`src/rtl/wordle_engine.sv`:
```
// wordle_engine: Wordle game controller with letter entry, serial duplicate-aware scoring and win/lose tracking.
// Define WORDLE_HARD_MODE_EN to require every previously found green letter to be reused in later guesses.
module wordle_engine #(
    parameter int WORD_LEN    = 5,
    parameter int MAX_GUESSES = 6
) (
    input  logic                             Clk,
    input  logic                             reset_n,
    input  logic                             Start,
    input  logic                             C,
    input  logic                             BkSp,
    input  logic                             Enter,
    input  logic                             Ack,
    input  logic [7:0]                       curr_letter,
    input  logic [8*WORD_LEN-1:0]            randomWord,
    output logic [8*WORD_LEN-1:0]            guess_word,
    output logic [$clog2(WORD_LEN+1)-1:0]    I,
    output logic [$clog2(MAX_GUESSES+1)-1:0] guess_cnt,
    output logic [2*WORD_LEN-1:0]            score,
    output logic                             score_valid,
    output logic                             q_I,
    output logic                             q_Entry,
    output logic                             q_Score,
    output logic                             q_Done,
    output logic                             win,
    output logic                             lose,
    output logic                             reject
);

    localparam int IW = $clog2(WORD_LEN+1);
    localparam int GW = $clog2(MAX_GUESSES+1);

    typedef enum logic [3:0] {
        ST_I     = 4'b0001,
        ST_ENTRY = 4'b0010,
        ST_SCORE = 4'b0100,
        ST_DONE  = 4'b1000
    } state_t;

    state_t state, state_next;

    logic [7:0]            guess_l  [WORD_LEN];
    logic [7:0]            target_l [WORD_LEN];
    logic [WORD_LEN-1:0]   match_vec;
    logic [WORD_LEN-1:0]   green_reg;
    logic [WORD_LEN-1:0]   used, used_next;
    logic [2*WORD_LEN-1:0] work, work_next;
    logic [IW-1:0]         step;
    logic                  found;

    logic is_full, do_bksp, enter_sel, do_commit, enter_ok, do_reject;
    logic hard_violation, score_last, all_green, last_guess;

    // Letter 0 lives in the most significant byte of both words.
    for (genvar g = 0; g < WORD_LEN; g++) begin : g_letters
        assign guess_l[g]   = guess_word[8*(WORD_LEN-1-g) +: 8];
        assign target_l[g]  = randomWord[8*(WORD_LEN-1-g) +: 8];
        assign match_vec[g] = (guess_l[g] == target_l[g]);
    end

`ifdef WORDLE_HARD_MODE_EN
    logic [WORD_LEN-1:0] green_mask;
    assign hard_violation = |(green_mask & ~match_vec);
`else
    assign hard_violation = 1'b0;
`endif

    // BkSp outranks Enter, which outranks C; the winning command owns the cycle even if it is a no-op.
    assign is_full    = (I == IW'(WORD_LEN));
    assign do_bksp    = (state == ST_ENTRY) && BkSp && (I != '0);
    assign enter_sel  = (state == ST_ENTRY) && !BkSp && Enter;
    assign do_commit  = (state == ST_ENTRY) && !BkSp && !Enter && C && !is_full;
    assign enter_ok   = enter_sel && is_full && !hard_violation;
    assign do_reject  = enter_sel && is_full && hard_violation;
    assign score_last = (state == ST_SCORE) && (step == IW'(WORD_LEN));
    assign all_green  = &green_reg;
    assign last_guess = ((guess_cnt + GW'(1)) == GW'(MAX_GUESSES));

    assign q_I     = (state == ST_I);
    assign q_Entry = (state == ST_ENTRY);
    assign q_Score = (state == ST_SCORE);
    assign q_Done  = (state == ST_DONE);

    // Step 0 claims all greens at once; step k then lets guess letter k-1 claim the lowest unused target slot.
    always_comb begin
        work_next = work;
        used_next = used;
        found     = 1'b0;
        if (step == '0) begin
            used_next = match_vec;
            work_next = '0;
            for (int i = 0; i < WORD_LEN; i++) begin
                if (match_vec[i]) begin
                    work_next[2*i +: 2] = 2'b10;
                end
            end
        end else begin
            for (int k = 0; k < WORD_LEN; k++) begin
                if ((step == IW'(k+1)) && !green_reg[k]) begin
                    for (int j = 0; j < WORD_LEN; j++) begin
                        if (!found && !used[j] && (target_l[j] == guess_l[k])) begin
                            found               = 1'b1;
                            used_next[j]        = 1'b1;
                            work_next[2*k +: 2] = 2'b01;
                        end
                    end
                end
            end
        end
    end

    always_comb begin
        state_next = state;
        case (state)
            ST_I:     if (Start)    state_next = ST_ENTRY;
            ST_ENTRY: if (enter_ok) state_next = ST_SCORE;
            ST_SCORE: if (score_last) state_next = (all_green || last_guess) ? ST_DONE : ST_ENTRY;
            ST_DONE:  if (Ack)      state_next = ST_I;
            default:                state_next = ST_I;
        endcase
    end

    always_ff @(posedge Clk or negedge reset_n) begin
        if (!reset_n) begin
            state <= ST_I;
        end else begin
            state <= state_next;
        end
    end

    always_ff @(posedge Clk or negedge reset_n) begin
        if (!reset_n) begin
            guess_word  <= '0;
            I           <= '0;
            guess_cnt   <= '0;
            score       <= '0;
            score_valid <= 1'b0;
            win         <= 1'b0;
            lose        <= 1'b0;
            reject      <= 1'b0;
            green_reg   <= '0;
            used        <= '0;
            work        <= '0;
            step        <= '0;
`ifdef WORDLE_HARD_MODE_EN
            green_mask  <= '0;
`endif
        end else begin
            score_valid <= 1'b0;
            reject      <= 1'b0;

            if ((state == ST_I) && Start) begin
                guess_word <= '0;
                I          <= '0;
                guess_cnt  <= '0;
                score      <= '0;
                win        <= 1'b0;
                lose       <= 1'b0;
`ifdef WORDLE_HARD_MODE_EN
                green_mask <= '0;
`endif
            end

            if (do_bksp) begin
                for (int p = 0; p < WORD_LEN; p++) begin
                    if (IW'(p) == (I - IW'(1))) begin
                        guess_word[8*(WORD_LEN-1-p) +: 8] <= '0;
                    end
                end
                I <= I - IW'(1);
            end

            if (do_commit) begin
                for (int p = 0; p < WORD_LEN; p++) begin
                    if (IW'(p) == I) begin
                        guess_word[8*(WORD_LEN-1-p) +: 8] <= curr_letter;
                    end
                end
                I <= I + IW'(1);
            end

            if (do_reject) begin
                reject <= 1'b1;
            end

            if (enter_ok) begin
                step <= '0;
            end

            if (state == ST_SCORE) begin
                step <= step + IW'(1);
                work <= work_next;
                used <= used_next;
                if (step == '0) begin
                    green_reg <= match_vec;
                end
                if (score_last) begin
                    score       <= work_next;
                    score_valid <= 1'b1;
                    guess_cnt   <= guess_cnt + GW'(1);
`ifdef WORDLE_HARD_MODE_EN
                    green_mask  <= green_mask | green_reg;
`endif
                    if (all_green) begin
                        win <= 1'b1;
                    end else if (last_guess) begin
                        lose <= 1'b1;
                    end else begin
                        guess_word <= '0;
                        I          <= '0;
                    end
                end
            end

            if ((state == ST_DONE) && Ack) begin
                win  <= 1'b0;
                lose <= 1'b0;
            end
        end
    end

endmodule

```
`config.mk`:
```
export PLATFORM = sky130hd
export DESIGN_NAME = wordle_engine
export DESIGN_NICKNAME = d
export VERILOG_FILES = /design/src/rtl/wordle_engine.sv
export SDC_FILE = /design/constraint.sdc
export NUM_CORES = 1
export LEC_CHECK = 0
export CAP_MARGIN = 40
export CORE_MARGIN = 8
export CORE_UTILIZATION = 25
export CTS_CLUSTER_SIZE = 16
export DETAILED_ROUTE_END_ITERATION = 8
export SYNTH_ARGS = -nofsm -noshare
export SYNTH_HDL_FRONTEND = slang
export SYNTH_SLANG_ARGS = --single-unit
```
`constraint.sdc`:
```
create_clock -name Clk -period 5.6 [get_ports Clk]
set_input_delay 1.12 -clock Clk [delete_from_list [all_inputs] [get_ports Clk]]
set_output_delay 1.12 -clock Clk [all_outputs]
set_load 0.05 [all_outputs]
```
Word-level counts from Yosys, hierarchy flattened
Cells that the tools add are included.
Widths: inputs -> output; s select.
{"block": "classes", "reduce_logical": 111, "addsub": 4, "eq_ne": 53, "n_bitwise": 0, "magnitude_cmp": 0, "n_mul": 0, "shift": 0, "muxes": 191, "div_mod_pow": 0}
{"op": "$mux 40", "count": 7}
{"op": "$eq 8x8->1", "count": 30}
{"op": "$mux 1", "count": 110}
{"op": "$mux 8", "count": 10}
{"op": "$mux 2", "count": 35}
{"op": "$logic_and 1x1->1", "count": 65}
{"op": "$mux 10", "count": 4}
{"op": "$logic_not 1->1", "count": 37}
{"op": "$mux 3", "count": 12}
{"op": "$mux 5", "count": 7}
{"op": "$mux 4", "count": 5}
{"op": "$pmux 4 s4", "count": 1}
{"op": "$eq 2x3->1 const A", "count": 4}
{"op": "$eq 3x3->1 const B", "count": 4}
{"op": "$add 3x1->3 const B", "count": 3}
{"op": "$logic_not 3->1", "count": 3}
{"op": "$eq 1x3->1 const A", "count": 2}
{"op": "$eq 3x2->1 const B", "count": 2}
{"op": "$eq 3x3->1 const A", "count": 2}
{"op": "$reduce_and 5->1", "count": 1}
{"op": "$eq 4x1->1 const B", "count": 1}
{"op": "$eq 4x2->1 const B", "count": 1}
{"op": "$eq 4x3->1 const B", "count": 1}
{"op": "$eq 4x4->1 const B", "count": 1}
{"op": "9 further kinds", "count": 11}
{"block": "word_totals", "mem_count": 0, "romBits": 0, "register_bits": 86, "out_inout_bits": 64, "latchBits": 0, "wordCells": 371, "in_bits": 55, "mem_bits_rw": 0}

Depth between registers and ports, before layout
Gate-level depths: netlist of run 1.
{"block": "logic_depth", "ltp_word": 151, "ltp_mapped": 10, "mapped_depth_nobuf": 9}

Least setup slack after synthesis of run 1
No wires, ideal clock.
{"block": "synth_timing", "path_type": "register -> output", "startpoint": "register state[0]", "endpoint": "output port q_I", "stages_incl_launch_ff": 2, "setup_slack_ns": 2.062, "required_ns": 4.480, "path_buffers": 0, "t_arrival_ns": 2.418, "cell_sequence": "dfstp_2 -> nor4b_1"}
{"block": "synth_via", "elab_chain_cells": 1}
{"element": "start: declaration", "line": "40", "rtl": "state_t state, state_next;"}
{"element": "start signal: assignment", "line": "127", "rtl": "state <= state_next;"}
{"element": "$eq 4x1->1", "line": "79", "rtl": "assign q_I = (state == ST_I);"}
{"element": "end: declaration", "line": "21", "rtl": "output logic q_I,"}
Every way passes these cells.

Worst setup path in the final report of run 1
{"block": "layout_timing", "startpoint": "register state[3]", "endpoint": "output port q_Score"}
{"block": "layout_via", "elab_chain_cells": 1}
{"element": "$eq 4x3->1", "line": "81", "rtl": "assign q_Score = (state == ST_SCORE);"}
{"element": "end: declaration", "line": "23", "rtl": "output logic q_Score,"}
Every way passes these cells.

==> results of run 1 <==
## cells in the final DEF (no fill, tap or decap), types with 5 or more instances in the layout
cell type,n
xor2_1,82
dfrtp_1,85
a22o_1,5
nor4_1,21
clkdlybuf4s50_1,116
o21ai_1,5
a22oi_1,41
a31oi_1,5
clkbuf_16,9
inv_1,16
nand4_1,26
xnor2_1,119
a21oi_1,18
nand2_1,35
and3_1,6
nand3_1,21
nor3_1,15
nor2_1,83
o21ai_0,16
a21o_1,5
ha_1,15
## final cells by class
| class | instances | area, sq um | area share [%] |
|---|---|---|---|
| clock buffers | 9 | 225 | 2.65 |
| clock inverters | 6 | 95.1 | 1.12 |
| inverters | 19 | 71.3 | 0.840 |
| multi-input cells | 599 | 4250 | 50.1 |
| flip-flops and latches | 86 | 2150 | 25.4 |
| well taps | 378 | 473 | 5.57 |
| repair buffers | 121 | 1220 | 14.4 |
## critical path, cell delays in order, from the launching register on
cell             delay, ps
dfrtp_1                420
or4b_1                 680
inv_2                  380
clkdlybuf4s50_1        890
## cells by family after synthesis
logic type                 count (synthesis)  share of synthesized area (%)
adders and majority gates                 15                           2.68
and+or+nand+nor                          250                           18.7
xor gates and xnor gates                 202                           25.4
buffers and inverters                    119                           8.58
other                                      1                         0.0535
DFF                                       86                           30.7
AOI/OAI and AO/OA                        131                           13.9
## metal layers
| metal | part of all wire (%) | vias up | routed length [um] |
|---|---|---|---|
| met1 | 42 | 3020 | 11200 |
| met5 | 0.25 | - | 68 |
| met2 | 46 | 282 | 12300 |
| met4 | 4.7 | 10 | 1250 |
| li1 | - | 2801 | - |
| met3 | 7.5 | 88 | 2020 |
## metrics by stage
| step | setup slack (ps) | cell area, sq um | total power [mW] |
|---|---|---|---|
| floorplan | 2060 | 7000 | 1.45 |
| global placement | 1600 | 8140 | 1.73 |
| detailed placement | 1620 | 8170 | 1.74 |
| CTS | 1750 | 8490 | 2.41 |
| global route | 1670 | 8490 | 2.52 |
| finish | 1760 | 8490 | 2.39 |
## worst min-delay path by stage
stage / from / endpoint / slack [ps]
final: score[7]$_DFF_PN0_ / score[7]$_DFF_PN0_ / 500
after global routing: work[2]$_DFFE_PN0P_ / work[2]$_DFFE_PN0P_ / 530
after CTS: work[6]$_DFFE_PN0P_ / work[6]$_DFFE_PN0P_ / 500
after detailed placement: work[6]$_DFFE_PN0P_ / work[6]$_DFFE_PN0P_ / 490
after global placement: work[7]$_DFFE_PN0P_ / work[7]$_DFFE_PN0P_ / 480
after floorplan: work[7]$_DFFE_PN0P_ / work[7]$_DFFE_PN0P_ / 450
## Yosys cell counts (16+ instances only)
master | number | area share (%)
xnor2_1 | 119 | 15
dfrtp_1 | 85 | 30
nor2_1 | 84 | 4.5
xor2_1 | 82 | 10
buf_2 | 63 | 4.5
a22oi_1 | 41 | 4.4
nand2_1 | 35 | 1.9
nand4_1 | 26 | 2.3
nand3_1 | 21 | 1.5
nor4_1 | 21 | 1.9
a21oi_1 | 18 | 1.3
clkbuf_1 | 16 | 0.86
inv_1 | 16 | 0.86
o21ai_0 | 16 | 1.1
## power by group through the flow
stage	Combinational, mW	Clock (mW)	Sequential (mW)
final	0.862	0.661	0.871
after global routing	0.947	0.695	0.878
after CTS	0.867	0.675	0.864
after detailed placement	0.861	0	0.875
after global placement	0.854	0	0.877
after floorplan	0.595	0	0.857
==> results.sh, run 1 <==
export IMPL_synth_edf_count=0
export IMPL_grt_start_max_net_pins=45
export IMPL_cts_htree_levels=3
export IMPL_grt_util_met2_pct=25.5
export IMPL_kind_of_end_point_of_the_critical_path="output port"
export IMPL_max_ffs_per_register=40
export IMPL_power_report_internal_total_mw=1.42
export IMPL_insertion_delay_of_the_later_clocked_pin_in_the_worst_skew_pair_ps=340
export IMPL_yosysWarnings=0
export IMPL_area_growth_syn_to_layout_pct=21.2
export IMPL_syn_area_per_cell_sq_um=8.71
export IMPL_r2r_start="state[3]$_DFFE_PN0P_"
export IMPL_power_frac_comb_pct=36.0
export IMPL_viasPerCell=5.09
export IMPL_clock_path_buffers=2
export IMPL_grtUsageMet3_pct=3.52
export IMPL_criticalPathCategory="reg -> out"
export IMPL_drc_errors_left=0
export IMPL_rows=61
export IMPL_timing_critical_path_fanout_max=22
export IMPL_timing_max_transition_violations_final=0
export IMPL_die_h_um=183
export IMPL_cts_sinks=86
export IMPL_io_pins=119
export IMPL_cp_data_required_time_ps=4480
export IMPL_largest_registers="guess_word (40), score (10), work (10)"
export IMPL_drtPass1Iterations=5
export IMPL_coreArea_sq_um=27700
export IMPL_clock_root_buffer="clkbuf_16"
export IMPL_fin_util_pct=30.6
export IMPL_dp_hpwl_um=20000
export IMPL_switching_share_pct=40.8
export IMPL_max_cap_viols=0
export IMPL_power_leakage_nw=3.41
export IMPL_finalSetupTns_ps=0
export IMPL_worst_setup_path_endpoint="q_Score"
export IMPL_finalSetupViolCount=0
export IMPL_final_hold_violation_count=0
export IMPL_fin_crit_ps=3840
export IMPL_cts_hold_buffers=0
export IMPL_starting_density_pct=25.3
export IMPL_startpoint_type="register"
export IMPL_place_gp_congestion=0.980
export IMPL_tritoncts="done"
export IMPL_fp_dieArea_sq_um=33600
export IMPL_final_setup_skew_ps=7.65
export IMPL_grt_setup_unrepaired="false"
export IMPL_synth_cells=804
export IMPL_portion_of_total_power_attributed_to_sequential_cells_pct=36.4
export IMPL_post_cts_setup_buffers=0
export IMPL_postSynthNetCount=874
export IMPL_path_clk_slew_ps=70
export IMPL_power_density_nw_per_um2=282
export IMPL_fin_hold_ws_ps=496
export IMPL_synth_distinct_cells=65
export IMPL_timing_hold_worst_class="reg -> reg"
export IMPL_finalCritPeriodShare_pct=68.6
export IMPL_num_vias=6201
export IMPL_layout_drive_gt1_share_pct=6.07
export IMPL_antenna_violating_nets_post_route=0
export IMPL_grt_pass1_vias=6321
export IMPL_cp_arrival_ps=2720
export IMPL_share_of_the_yosys_chip_area_belonging_to_registers_pct=30.7
export IMPL_max_slew_worst_pin_slew_ps=826
export IMPL_asyncSetResetFlopFracSynth_pct=100
export IMPL_final_antenna_diode_count=0
export IMPL_power_switching_mw=0.978
export IMPL_max_freq_mhz=260
export IMPL_grt_most_used_layer="met2"
export IMPL_worst_r2r_cell_count=7
export IMPL_finish_net_count=906
export IMPL_grt_first_pass_wirelength_um=40300
export IMPL_status="finished, final reports clean"
export IMPL_instance_count_after_placement_with_tap_cells_included=1203
export IMPL_register_ranked_first_by_flip_flop_count="guess_word"
export IMPL_finalWirelength_um=26800
export IMPL_timing_slew_headroom_pct=44.4
export IMPL_reg_to_reg_slack_setup_ps=2330
export IMPL_grt_overflow=0
export IMPL_highest_ir_drop_seen_on_vdd_uv=144
export IMPL_final_cell_count_no_fill=1218
export IMPL_cp_startpoint="state[3]$_DFFE_PN0P_"
export IMPL_synth_register_bits=86
export IMPL_fillers=2898
export IMPL_antenna_violations_before_repair=5
export IMPL_postSynth_topFlopCell="dfrtp_1"
export IMPL_globalRouteTotalUtil_pct=15.8
export IMPL_grtUsageMet1_pct=19.7
export IMPL_avgRoutedWirePerCell_um=22.0
export IMPL_mappedNetlistArea_sq_um=7000
export IMPL_clock_power_share_pct=27.6
export IMPL_cts_repair_resized=0
export IMPL_die_width_um=183
export IMPL_io_port_bufs=117
export IMPL_cts_buffers_inserted=9
export IMPL_number_of_drc_markers_after_the_initial_detailed_route_iteration=495
export IMPL_reg2reg_to="guess_cnt[2]$_DFF_PN0_"
export IMPL_min_delay_path_depth=1
(Power assumes the default switching activity.)
==> run 2: changes to the inputs <==
==> constraint.sdc (replaced) <==
create_clock -name Clk -period 3.75 [get_ports Clk]
set_input_delay 0.75 -clock Clk [delete_from_list [all_inputs] [get_ports Clk]]
set_output_delay 0.75 -clock Clk [all_outputs]
set_load 0.05 [all_outputs]
==> run 2 against run 1 <==
Effect of this change: register-to-register slack got worse by 1400 ps; first-iteration DRC count increased by 11%; clock skew increased by 2.6 ps; global-route usage about the same; count of clock-buffer cells in the layout increased by 1; design area increased by 0.21%; setup slack got worse by 1200 ps; clock power increased by 34%; critical path depth increased by 6; total power increased by 46%; combinational power increased by 51%; hold slack got worse by 20 ps; critical path type is now in -> reg.
==> results.sh, run 2 (synthesis gave the netlist of run 1 again) <==
export IMPL_status="finished, final reports clean"
export IMPL_max_ffs_per_register=40
export IMPL_cts_repair_resized=0
export IMPL_clock_power_share_pct=25.4
export IMPL_grt_setup_unrepaired="false"
export IMPL_largest_registers="guess_word (40), score (10), work (10)"
export IMPL_route_met3_wl_um=2440
export IMPL_power_report_internal_total_mw=2.01
export IMPL_max_freq_mhz=312
export IMPL_portion_of_total_power_attributed_to_sequential_cells_pct=37.3
export IMPL_globalRouteTotalUtil_pct=15.8
export IMPL_power_density_nw_per_um2=410
export IMPL_power_leakage_nw=3.44
export IMPL_area_growth_syn_to_layout_pct=21.5
export IMPL_place_gp_congestion=0.945
export IMPL_timing_critical_path_fanout_max=5
export IMPL_finalWirelength_um=26900
export IMPL_grt_overflow=0
export IMPL_antenna_violating_nets_post_route=0
export IMPL_final_hold_violation_count=0
export IMPL_highest_ir_drop_seen_on_vdd_uv=232
export IMPL_starting_density_pct=25.3
export IMPL_io_port_bufs=117
export IMPL_finalSetupViolCount=0
export IMPL_switching_share_pct=42.3
export IMPL_timing_critical_path_slowest_stage_cell="clkdlybuf4s50_1"
export IMPL_kind_of_end_point_of_the_critical_path="register"
export IMPL_power_frac_comb_pct=37.3
export IMPL_rows=61
export IMPL_final_common_cell="xnor2_1"
export IMPL_crit_chain="clkdlybuf4s50_1, xnor2_1, nand3_1, nor4_1, buf_4, nor3_2, a2111oi_2, nor2_1, a32o_1"
export IMPL_highest_layer="met5"
export IMPL_avgRoutedWirePerCell_um=21.9
export IMPL_crit_buf_inv=2
export IMPL_critical_path_top_delay_family="compound AO/OA/AOI/OAI gates"
export IMPL_met1Wirelength_um=10800
export IMPL_insertion_delay_of_the_later_clocked_pin_in_the_worst_skew_pair_ps=340
export IMPL_grt_first_pass_wirelength_um=40300
export IMPL_drtPass1Iterations=6
export IMPL_timing_slew_headroom_pct=45.8
export IMPL_cp_data_required_time_ps=3980
export IMPL_dp_hpwl_um=20000
export IMPL_layout_drive_gt1_share_pct=7.18
export IMPL_register_ranked_first_by_flip_flop_count="guess_word"
export IMPL_fp_dieArea_sq_um=33600
export IMPL_final_antenna_diode_count=0
export IMPL_grt_pass1_vias=6336
export IMPL_number_of_drc_markers_after_the_initial_detailed_route_iteration=549
export IMPL_die_width_um=183
export IMPL_grt_start_max_net_pins=62
export IMPL_io_pins=119
export IMPL_viasPerCell=5.14
export IMPL_reg_to_reg_slack_setup_ps=900
export IMPL_timing_hold_worst_class="in -> async"
export IMPL_antenna_violations_before_repair=4
export IMPL_fin_util_pct=30.7
export IMPL_cts_buffers_inserted=9
export IMPL_post_cts_setup_buffers=0
export IMPL_drc_errors_left=0
export IMPL_setup_slack_ps=541
export IMPL_cp_arrival_ps=3440
export IMPL_clock_root_buffer="clkbuf_16"
export IMPL_coreArea_sq_um=27700
export IMPL_dr_wl_met2_um=12100
export IMPL_path_clk_slew_ps=70
export IMPL_cts_hold_buffers=0
export IMPL_final_setup_skew_ps=10.2
export IMPL_fin_crit_ps=3210
export IMPL_cts_htree_levels=3
export IMPL_place_ws_ps=243
export IMPL_max_cap_viols=0
export IMPL_max_slew_worst_pin_slew_ps=813
export IMPL_tritoncts="done"
export IMPL_power_switching_mw=1.48
export IMPL_timing_max_transition_violations_final=0
export IMPL_cts_sinks=86
export IMPL_layout_common_cells="xnor2_1 (119), clkdlybuf4s50_1 (116), dfrtp_1 (85), nor2_1 (83), xor2_1 (82)"
export IMPL_finalSetupTns_ps=0
export IMPL_clock_path_buffers=2
export IMPL_critical_path_max_stage_delay_ps=690
export IMPL_finalCritPeriodShare_pct=85.6
export IMPL_num_vias=6307
export IMPL_finish_net_count=915
export IMPL_criticalPathCategory="in -> reg"
export IMPL_die_h_um=183
export IMPL_startpoint_type="primary input"
run 2: changes by cell type in the layout (fill, tap and decap cells not counted):
cell / previous run / this run
buf_16: 1 / 0
buf_4: 4 / 14
bufinv_16: 2 / 0
clkbuf_8: 0 / 1
clkinv_4: 0 / 2
clkinvlp_4: 2 / 1
inv_6: 1 / 3
inv_8: 1 / 0
run 2: layout make-up:
| cell class | instances | area, sq um |
|---|---|---|
| multi-input cells | 599 | 4250 |
| fillers | 2872 | 19200 |
| repair buffers | 130 | 1270 |
| well taps | 378 | 473 |
| inverters | 19 | 71.3 |
| clock buffers | 10 | 239 |
| flip-flops and latches | 86 | 2150 |
| clock inverters | 6 | 51.3 |
run 2: worst paths after layout:
| path | startpoint | end | cells past startpoint |
|---|---|---|---|
| max in group asynchronous | reset_n | guess_word[11]$_DFF_PN0_ | 2 |
| worst max-delay path | randomWord[11] | score[5]$_DFF_PN0_ | 9 |
| min in group Clk | work[7]$_DFFE_PN0P_ | work[7]$_DFFE_PN0P_ | 1 |
| worst min-delay path | reset_n | score_valid$_DFF_PN0_ | 1 |
| worst max register to register | guess_word[10]$_DFF_PN0_ | score[9]$_DFF_PN0_ | 9 |
| worst min register to register | work[7]$_DFFE_PN0P_ | work[7]$_DFFE_PN0P_ | 1 |
run 2: layer usage:
layer / GRT usage, % / vias up
met1: 19.6 / 3045
li1: - / 2820
met4: 8.78 / 8
met3: 3.96 / 103
met2: 24.9 / 331
met5: 0 / -
run 2: power groups by stage:
stage | clock, mW | sequential, mW | combinational (mW)
3_5_place_dp | 0 | 1.31 | 1.30
2_1_floorplan | 0 | 1.28 | 0.888
5_1_grt | 0.942 | 1.31 | 1.43
3_3_place_gp | 0 | 1.30 | 1.29
4_1_cts | 0.903 | 1.29 | 1.31
6_report | 0.887 | 1.30 | 1.30
run 2: through the flow:
stage	total power, mW	cells	hold WS, ps	instance area [sq um]
floorplan	2.17	804	450	7000
global placement	2.60	1212	468	8220
detailed placement	2.61	1212	484	8220
CTS	3.50	1228	499	8510
global route	3.68	1228	520	8510
finish	3.49	1228	476	8510
